$ cat src/rtl/dlx_pkg.sv
// Shared DLX front-end definitions: fetch FSM states, the fetch payload
// (instruction word plus its address), the NOP word and the default reset PC.
package dlx_pkg;

  localparam int unsigned XLEN = 32;

  localparam logic [XLEN-1:0] DEFAULT_RESET_PC = 32'h0000_0000;
  localparam logic [XLEN-1:0] NOP_INSTR        = 32'h0000_0000;
  localparam logic [XLEN-1:0] INSTR_BYTES      = 32'd4;

  typedef enum logic [1:0] {
    ST_IDLE  = 2'd0,
    ST_FETCH = 2'd1,
    ST_HOLD  = 2'd2
  } fetch_state_t;

  typedef struct packed {
    logic [XLEN-1:0] data;
    logic [XLEN-1:0] pc;
  } fetch_word_t;

  // Clear the byte offset so an address always names a whole word.
  function automatic logic [XLEN-1:0] word_align(input logic [XLEN-1:0] addr);
    return {addr[XLEN-1:2], 2'b00};
  endfunction

endpackage

$ cat src/rtl/fetch_hold_buf.sv
// One-entry holding buffer for a fetched word that arrived while decode was
// stalled.
// Ports:
//   clk, reset    : clock, synchronous active-high reset
//   load, word_in : capture a word (data + pc) and mark the entry valid
//   clear         : drop the entry once it has moved into IF/ID
//   word_out      : buffered word
//   valid         : entry holds a live word
module fetch_hold_buf
  import dlx_pkg::*;
(
  input  logic        clk,
  input  logic        reset,
  input  logic        load,
  input  logic        clear,
  input  fetch_word_t word_in,
  output fetch_word_t word_out,
  output logic        valid
);

  // Load wins over clear; the two are never requested together.
  always_ff @(posedge clk) begin
    if (reset) begin
      word_out <= '0;
      valid    <= 1'b0;
    end else if (load) begin
      word_out <= word_in;
      valid    <= 1'b1;
    end else if (clear) begin
      valid    <= 1'b0;
    end
  end

endmodule

$ cat src/rtl/instr_fetch.sv
// Instruction fetch stage: drives the instruction memory, feeds the IF/ID
// register and handles stalls and branch redirects.
// Optional feature: BRANCH_DELAY_SLOT_EN -- when defined, the instruction
// sequentially following a taken branch is delivered; otherwise it is
// squashed and a one-cycle bubble is issued.
// Ports:
//   clk, reset                  : clock, synchronous active-high reset
//   imem_req, imem_addr         : fetch request and word-aligned address
//   imem_ack, imem_rdata        : memory response (zero-wait allowed)
//   stall                       : decode cannot accept a new instruction
//   branch_taken, branch_target : redirect request and address
//   instr, pc_out, instr_valid  : IF/ID register
module instr_fetch
  import dlx_pkg::*;
#(
  parameter logic [XLEN-1:0] RESET_PC = DEFAULT_RESET_PC
) (
  input  logic            clk,
  input  logic            reset,
  output logic            imem_req,
  output logic [XLEN-1:0] imem_addr,
  input  logic            imem_ack,
  input  logic [XLEN-1:0] imem_rdata,
  input  logic            stall,
  input  logic            branch_taken,
  input  logic [XLEN-1:0] branch_target,
  output logic [XLEN-1:0] instr,
  output logic [XLEN-1:0] pc_out,
  output logic            instr_valid
);

`ifdef BRANCH_DELAY_SLOT_EN
  localparam bit DELAY_SLOT = 1'b1;
`else
  localparam bit DELAY_SLOT = 1'b0;
`endif

  fetch_state_t    state, state_next;
  logic [XLEN-1:0] pc_q, pc_next, pc_inc;
  logic            pend_q, pend_set, pend_clear;
  logic [XLEN-1:0] pend_target_q, redir_target;
  logic            br_now, redir;
  logic            if_load, if_bubble;
  logic            buf_load, buf_clear, buf_valid;
  fetch_word_t     fetch_word, buf_word, if_word;

  // A redirect is live when a branch arrives unstalled, or one arrived
  // earlier while its following fetch was still outstanding.
  assign br_now       = branch_taken && !stall;
  assign redir        = br_now || pend_q;
  assign redir_target = br_now ? word_align(branch_target) : pend_target_q;
  assign pc_inc       = pc_q + INSTR_BYTES;
  assign fetch_word   = '{data: imem_rdata, pc: pc_q};
  assign imem_addr    = word_align(pc_q);

  // State register.
  always_ff @(posedge clk) begin
    if (reset) state <= ST_IDLE;
    else       state <= state_next;
  end

  // Next-state logic.
  always_comb begin
    state_next = state;
    case (state)
      ST_IDLE:  state_next = ST_FETCH;
      ST_FETCH: if (imem_ack && stall) state_next = ST_HOLD;
      ST_HOLD:  if (!stall) state_next = ST_FETCH;
      default:  state_next = ST_IDLE;
    endcase
  end

  // Datapath control decode.
  always_comb begin
    pc_next    = pc_q;
    if_load    = 1'b0;
    if_bubble  = 1'b0;
    if_word    = fetch_word;
    buf_load   = 1'b0;
    buf_clear  = 1'b0;
    pend_set   = 1'b0;
    pend_clear = 1'b0;
    case (state)
      ST_IDLE: begin
        if (br_now) pc_next = redir_target;
      end
      ST_FETCH: begin
        if (imem_ack) begin
          if (stall) begin
            buf_load = 1'b1;
            pc_next  = pc_inc;
          end else if (redir) begin
            // The arriving word is the one following the branch.
            pc_next    = redir_target;
            pend_clear = 1'b1;
            if_load    = DELAY_SLOT;
            if_bubble  = !DELAY_SLOT;
          end else begin
            if_load = 1'b1;
            pc_next = pc_inc;
          end
        end else if (!stall) begin
          // Decode consumed the previous word and nothing new arrived.
          if_bubble = 1'b1;
          if (br_now) pend_set = 1'b1;
        end
      end
      ST_HOLD: begin
        if (!stall) begin
          if_word   = buf_word;
          buf_clear = 1'b1;
          if (redir) begin
            pc_next    = redir_target;
            pend_clear = 1'b1;
            if_load    = DELAY_SLOT && buf_valid;
            if_bubble  = !DELAY_SLOT;
          end else begin
            if_load = buf_valid;
          end
        end
      end
      default: ;
    endcase
  end

  // PC, request, IF/ID register and pending-redirect registers.
  always_ff @(posedge clk) begin
    if (reset) begin
      pc_q          <= RESET_PC;
      imem_req      <= 1'b0;
      instr         <= NOP_INSTR;
      pc_out        <= RESET_PC;
      instr_valid   <= 1'b0;
      pend_q        <= 1'b0;
      pend_target_q <= '0;
    end else begin
      pc_q     <= pc_next;
      imem_req <= (state_next == ST_FETCH);
      if (if_load) begin
        instr       <= if_word.data;
        pc_out      <= if_word.pc;
        instr_valid <= 1'b1;
      end else if (if_bubble) begin
        instr_valid <= 1'b0;
      end
      if (pend_set) begin
        pend_q        <= 1'b1;
        pend_target_q <= redir_target;
      end else if (pend_clear) begin
        pend_q        <= 1'b0;
      end
    end
  end

  fetch_hold_buf u_hold_buf (
    .clk      (clk),
    .reset    (reset),
    .load     (buf_load),
    .clear    (buf_clear),
    .word_in  (fetch_word),
    .word_out (buf_word),
    .valid    (buf_valid)
  );

endmodule

$ cat config.mk
export PLATFORM = sky130hd
export DESIGN_NAME = instr_fetch
export DESIGN_NICKNAME = d
export VERILOG_FILES = /design/src/rtl/dlx_pkg.sv /design/src/rtl/fetch_hold_buf.sv /design/src/rtl/instr_fetch.sv
export SDC_FILE = /design/constraint.sdc
export NUM_CORES = 1
export LEC_CHECK = 0
export CAP_MARGIN = 20
export CORE_ASPECT_RATIO = 1.5
export CORE_MARGIN = 3
export CORE_UTILIZATION = 52
export DETAILED_ROUTE_END_ITERATION = 12
export HOLD_SLACK_MARGIN = 0.15
export PLACE_DENSITY = 0.8
export SKIP_LAST_GASP = 1
export SLEW_MARGIN = 25
export SYNTH_ARGS = -nofsm -noshare
export SYNTH_HDL_FRONTEND = slang
export SYNTH_HIERARCHICAL = 1
export SYNTH_SLANG_ARGS = --single-unit
$ cat constraint.sdc
create_clock -name clk -period 2.5 [get_ports clk]
set_input_delay 0.25 -clock clk [delete_from_list [all_inputs] [get_ports clk]]
set_output_delay 0.25 -clock clk [all_outputs]
set_load 0.01 [all_outputs]
==> results of run 1 <==
[per-stage QoR]
| stage | instances | worst slack (ns) | util (%) | instance area (um^2) | hold slack [ns] |
|---|---|---|---|---|---|
| after floorplan | 1008 | 0.358 | - | 8930 | 0.386 |
| after global placement | 1360 | 0.113 | 65.5 | 11000 | 0.439 |
| after detailed placement | 1360 | 0.0813 | 65.5 | 11000 | 0.446 |
| after CTS | 1392 | 0.201 | 69.1 | 11600 | 0.320 |
| after global routing | 1392 | 0.0138 | 69.1 | 11600 | 0.353 |
| final | 1392 | 0.196 | 69.1 | 11600 | 0.311 |
[how the worst max path moves through the flow]
stage / from / end / slack (ns) / cells after the start
2_1_floorplan: state[1] / pc_q[28] / 0.36 / 8
3_3_place_gp: stall / pc_q[28] / 0.11 / 6
3_5_place_dp: stall / pc_q[28] / 0.08 / 6
4_1_cts: state[1] / pc_q[28] / 0.20 / 7
5_1_grt: state[1] / pc_q[28] / 0.01 / 7
6_report: state[1] / pc_q[28] / 0.20 / 7
[layout by cell type (no fill, tap or decap), types with 8 or more instances in the layout]
cell type	instances
dfxtp_1	198
clkdlybuf4s50_1	161
nor2_1	154
mux2i_1	139
nand2_1	112
a211oi_1	69
a21oi_1	63
buf_4	50
nand3_1	26
o21ai_0	19
clkbuf_16	17
a31oi_1	12
buf_12	12
a22oi_1	10
nand4_1	9
or3_1	9
o2bb2ai_1	8
nor4_1	8
[worst max-delay path, delay by kind of cell (launching register included)]
family	cells	cell delay [ns]
adder cells (fa/ha/maj)	1	0.19
flip-flops	1	0.40
buffers and inverters	1	0.09
AND/OR/NAND/NOR	3	1.06
AO/OA/AOI/OAI	2	0.49
[state kept, by name, summed over array words and instances (netlist names)]
signal / flops
u_hold_buf/word_out: 64
instr: 32
u_hold_buf/valid: 1
pend_q: 1
pc_q: 32
state: 2
pc_out: 32
pend_target_q: 32
imem_req: 1
instr_valid: 1
[layer usage]
metal  routed length (um)  up-vias  global-route usage, %
met5                    0        -                      0
met1                 9490     3751                   28.6
met3                 1060       58                   3.67
met4                  756        0                   10.6
li1                     -     3922                      -
met2                11600      274                   42.3
[cell families (layout without fill, tap and decap cells)]
kind of cell             Yosys count  in the layout  share of synthesized area (%)
AND/OR/NAND/NOR                  361            361                           18.1
AO/OA/AOI/OAI                    216            216                           16.2
flip-flops                       198            198                           44.4
multiplexers                     139            139                           15.6
buffers and inverters             87            261                           4.99
adder cells (fa/ha/maj)            5              5                          0.701
other                              1              2                         0.0420
[report_power, final]
group	internal (mW)	total, mW	switching, mW	leakage, nW
registers	3.24	3.30	0.0625	1.60
logic	0.447	0.940	0.493	1.90
clock network	1.57	2.79	1.22	0.299
total	5.26	7.04	1.77	3.80
[final cells by class]
class	count	area [um^2]	share of cell area (%)
Clock buffer	20	467	4.01
Clock inverter	12	141	1.22
Inverter	5	18.8	0.161
Multi-Input combinational cell	723	4540	39.1
Sequential cell	198	3960	34.1
Tap cell	210	263	2.26
Timing Repair Buffer	224	2240	19.2
==> flow_summary.json, run 1 <==
{
  "max_freq_mhz": 434,
  "synthTopCellsByArea": "dfxtp_1 44%, mux2i_1 16%, nor2_1 6.5%",
  "yosys-top-cells-count": "198 x dfxtp_1, 154 x nor2_1, 139 x mux2i_1, 112 x nand2_1, 69 x a211oi_1",
  "yosys_warnings": 6,
  "slew_headroom_pct": 48.3,
  "die_area_um2": 18800,
  "cpPeakStageDelay_ns": 0.58,
  "setup_tns_ns": 0,
  "cts_tree": "yes",
  "holdPathEnd": "u_hold_buf/word_out[3]",
  "post_cts_buffers": 0,
  "synth_edf_count": 0,
  "r2r_start": "state[1]",
  "hold_depth": 2,
  "vias": 8005,
  "antenna_found_initial": 0,
  "area_growth_pct": 30.3,
  "coreArea_um2": 16800,
  "cts_root_buf": "clkbuf_16",
  "cts_max_path_buffers": 2,
  "arrival_ns": 2.67,
  "final-setup-viol-count": 0,
  "cpMaxStageDelayCell": "or4_1",
  "total_leakage_power_nw": 3.80,
  "io_pins": 167,
  "final-hold-violation-count": 0,
  "drtAntennaViolNets": 0,
  "drive_above_1_share_pct": 9.05,
  "avgRoutedWirePerCell_um": 16.4,
  "status": "finished, final reports clean",
  "htree_levels": 4,
  "synthArstFlopShare_pct": 0,
  "r2r-end": "pc_q[28]",
  "synth.most_common_cell": "dfxtp_1",
  "drt-vias-per-instance": 5.75,
  "clock_sinks": 198,
  "cp_cell_sequence": "inv_1, ha_1, nor2b_1, a211oi_4, nand3_2, or4_1, a31oi_1",
  "grt_start_max_net_pins": 98,
  "grt_pass1_vias": 7608,
  "rsz0062_at_grt": "false",
  "fill_cells": 1389,
  "reg2reg_setup_slack_ns": 0.20,
  "ff2ff_path_depth": 7,
  "num_rows": 58,
  "critPathCaptureType": "register",
  "cts_made_buffers": 17,
  "yosysTopAreaCell": "dfxtp_1",
  "ys_ff_latch": 198,
  "hp-class": "in2reg",
  "worstPathMaxFanout": 11,
  "dp_hpwl_um": 16100,
  "wl_um": 22900,
  "crit_type": "reg2reg",
  "synth_top_area_share_pct": 44.4,
  "track_usage_pct": 24.0,
  "cts-resized-gates": 0,
  "drt-pass1-iter-count": 7,
  "synth_top_flop_cell": "dfxtp_1",
  "required_ns": 2.86,
  "die_w_um": 113,
  "cts_hold_buf": 0,
  "fin_crit_sh_pct": 92.2,
  "period_needed_ns": 2.30,
  "crit_path_start_kind": "register",
  "finalPower_mw": 7.04,
  "clk_latency_ns": 0.43,
  "grt_remaining_overflow": 0,
  "skew_ns": 0.00930,
  "die_y_um": 166,
  "seq_area_frac_synth_pct": 44.4,
  "ir_drop_mv": 0.438,
  "cap_violations": 0,
  "drt-initial-drc-count": 633,
  "start_util_pct": 53.0,
  "tightest_slew_ns": 0.776,
  "grt_pass1_wl_um": 37500,
  "port_buffers": 162,
  "ys_types": 60,
  "num_antenna_cells": 0,
  "finalWeightedCongestion": 0.903,
  "min-delay-start": "reset",
  "p_per_area_nw_per_um2": 605,
  "clk_transition_reported_paths_ns": 0.07,
  "finalMaxSlewViolations": 0,
  "syn_inst": 1007,
  "drc": 0,
  "netlist_area_um2": 8930,
  "avgSynthCellArea_um2": 8.87,
  "fin_nets": 1243
}
(Power assumes the default switching activity.)
==> run 2, diff against run 1 <==
- CORE_ASPECT_RATIO: 1.5 -> 1.75
- PLACE_DENSITY: 0.8 -> 0.86
==> run 2 against run 1 <==
Net effect: highest routed layer unchanged; clock skew increased by 0.0018 ns; utilization grew 0.75 points; hold slack worse by 0.055 ns; first-iteration DRC count is 13% lower; setup slack improved by 0.064 ns; critical path depth is the same; cell count rose by 0.65%.
==> flow_summary.json, run 2 (same netlist as run 1, synthesis figures left out) <==
{
  "io_pins": 167,
  "grt_pass1_wl_um": 37800,
  "ff2ff_path_depth": 7,
  "skew_ns": 0.0111,
  "port_buffers": 162,
  "num_rows": 62,
  "r2r-end": "pc_q[28]",
  "dp_slack_ns": 0.189,
  "die_w_um": 105,
  "worstPathMaxFanout": 10,
  "grt_start_max_net_pins": 72,
  "tightest_slew_ns": 0.618,
  "wl_um": 23600,
  "status": "finished, final reports clean",
  "largest-register": "u_hold_buf/word_out",
  "drt-pass1-iter-count": 5,
  "ir_drop_mv": 0.462,
  "p_int_mw": 5.22,
  "dpl_cell_area_um2": 11000,
  "hold_depth": 2,
  "fill_cells": 1307,
  "p_per_area_nw_per_um2": 609,
  "drive_above_1_share_pct": 8.58,
  "crit_type": "reg2reg",
  "start_util_pct": 53.8,
  "arrival_ns": 2.59,
  "fin_crit_sh_pct": 89.6,
  "hp-class": "in2reg",
  "finalMaxSlewViolations": 0,
  "clock_sinks": 198,
  "slew_headroom_pct": 58.4,
  "pwr-share-comb_pct": 13.3,
  "min-delay-start": "reset",
  "sw_frac_of_total_pct": 26.2,
  "total_leakage_power_nw": 3.76,
  "mostFrequentLayoutCell": "dfxtp_1",
  "grt_most_used_layer": "met2",
  "fin_nets": 1238,
  "cts_made_buffers": 17,
  "use_met1_pct": 28.1,
  "period_needed_ns": 2.24,
  "stdcell_count": 1401,
  "clock_power_share_pct": 39.9,
  "antenna_found_initial": 0,
  "die_y_um": 179,
  "drtAntennaViolNets": 0,
  "area_growth_pct": 29.9,
  "grtUsageMet3_pct": 3.01,
  "power_frac_seq_pct": 46.8,
  "num_antenna_cells": 0,
  "cts_tree": "yes",
  "track_usage_pct": 24.3,
  "hold_ws_ns": 0.257,
  "final-setup-viol-count": 0,
  "cpPeakStageDelay_ns": 0.57,
  "cts_root_buf": "clkbuf_16",
  "clk_latency_ns": 0.43,
  "reg2reg_setup_slack_ns": 0.26,
  "final-hold-violation-count": 0,
  "die_area_um2": 18800,
  "finalWeightedCongestion": 0.877,
  "finalInstanceArea_um2": 11600,
  "largest_reg_flops": 64,
  "final_cell_mix": "198 x dfxtp_1, 161 x clkdlybuf4s50_1, 154 x nor2_1",
  "cts_max_path_buffers": 2,
  "vias": 8074,
  "cp_cell_sequence": "inv_1, ha_1, nor2b_1, a211oi_4, nand3_2, or4_1, a31oi_1",
  "seq_area_um2": 3960,
  "multi_input_area_um2": 4540,
  "drt-initial-drc-count": 553,
  "dp_hpwl_um": 16500,
  "fin_util_pct": 69.9,
  "critPathCaptureType": "register",
  "holdPathEnd": "u_hold_buf/word_out[2]",
  "cpMaxStageDelayCell": "or4_1",
  "crit_path_start_kind": "register",
  "rsz0062_at_grt": "false",
  "setup_tns_ns": 0,
  "required_ns": 2.85,
  "grt_util_met2_pct": 42.5,
  "avgRoutedWirePerCell_um": 16.8,
  "max_freq_mhz": 446,
  "grt_pass1_vias": 7744,
  "drt-vias-per-instance": 5.76,
  "p_sw_mw": 1.85,
  "cap_violations": 0,
  "r2r_start": "state[1]",
  "drc": 0,
  "coreArea_um2": 16600,
  "finalPower_mw": 7.07,
  "place_inst": 1369,
  "layout_setup_ws_ns": 0.260,
  "grt_remaining_overflow": 0,
  "clk_transition_reported_paths_ns": 0.07,
  "htree_levels": 4
}
## run 2: cell types whose count changed in the layout (fill, tap and decap cells not counted)
cell / previous run / this run
clkbuf_1: 0 / 1
clkinv_2: 2 / 0
clkbuf_8: 3 / 0
clkinv_8: 0 / 1
clkinvlp_4: 1 / 0
clkinv_4: 3 / 4
buf_4: 50 / 46
buf_6: 1 / 2
buf_12: 12 / 10
inv_8: 1 / 4
## run 2: layout make-up
type                            instances  area share (%)
Multi-Input combinational cell        723            39.2
Sequential cell                       198            34.2
Timing Repair Buffer                  219            18.8
Clock buffer                           18            3.70
Tap cell                              224            2.42
Clock inverter                         14            1.57
Inverter                                5           0.162
## run 2: routing by layer
layer | up-vias | wire [um]
met2 | 345 | 11900
met4 | 0 | 1370
met5 | - | 0
met3 | 96 | 1230
met1 | 3715 | 9080
li1 | 3918 | -
## run 2: critical path, delay by kind of cell (launching register included)
kind	cells	cell delay, ns
adder cells (fa/ha/maj)	1	0.20
buffers and inverters	1	0.09
AO/OA/AOI/OAI	2	0.43
AND/OR/NAND/NOR	3	1.03
flip-flops	1	0.41
## run 2: power groups by stage
stage	logic (mW)	registers (mW)	clock network [mW]
finish	0.939	3.31	2.82
global route	1.01	3.32	2.97
CTS	0.930	3.31	2.86
detailed placement	0.923	3.38	0
global placement	0.909	3.38	0
floorplan	0.463	3.41	0
## run 2: worst max path at each step
| stage | endpoint | depth (start not counted) | startpoint |
|---|---|---|---|
| global route | pc_q[13] | 8 | state[1] |
| detailed placement | pc_q[9] | 8 | branch_taken |
| floorplan | pc_q[28] | 8 | state[1] |
| global placement | pc_q[2] | 7 | branch_taken |
| CTS | pc_q[28] | 7 | state[1] |
| finish | pc_q[28] | 7 | state[1] |
## run 2: repair_timing
| item | in CTS | in global routing |
|---|---|---|
| buffers inserted | 0 | 0 |
| hold buffers | 0 | 0 |
| resized for setup | 0 | 1 |
| setup endpoints to repair | 0 | 1 |
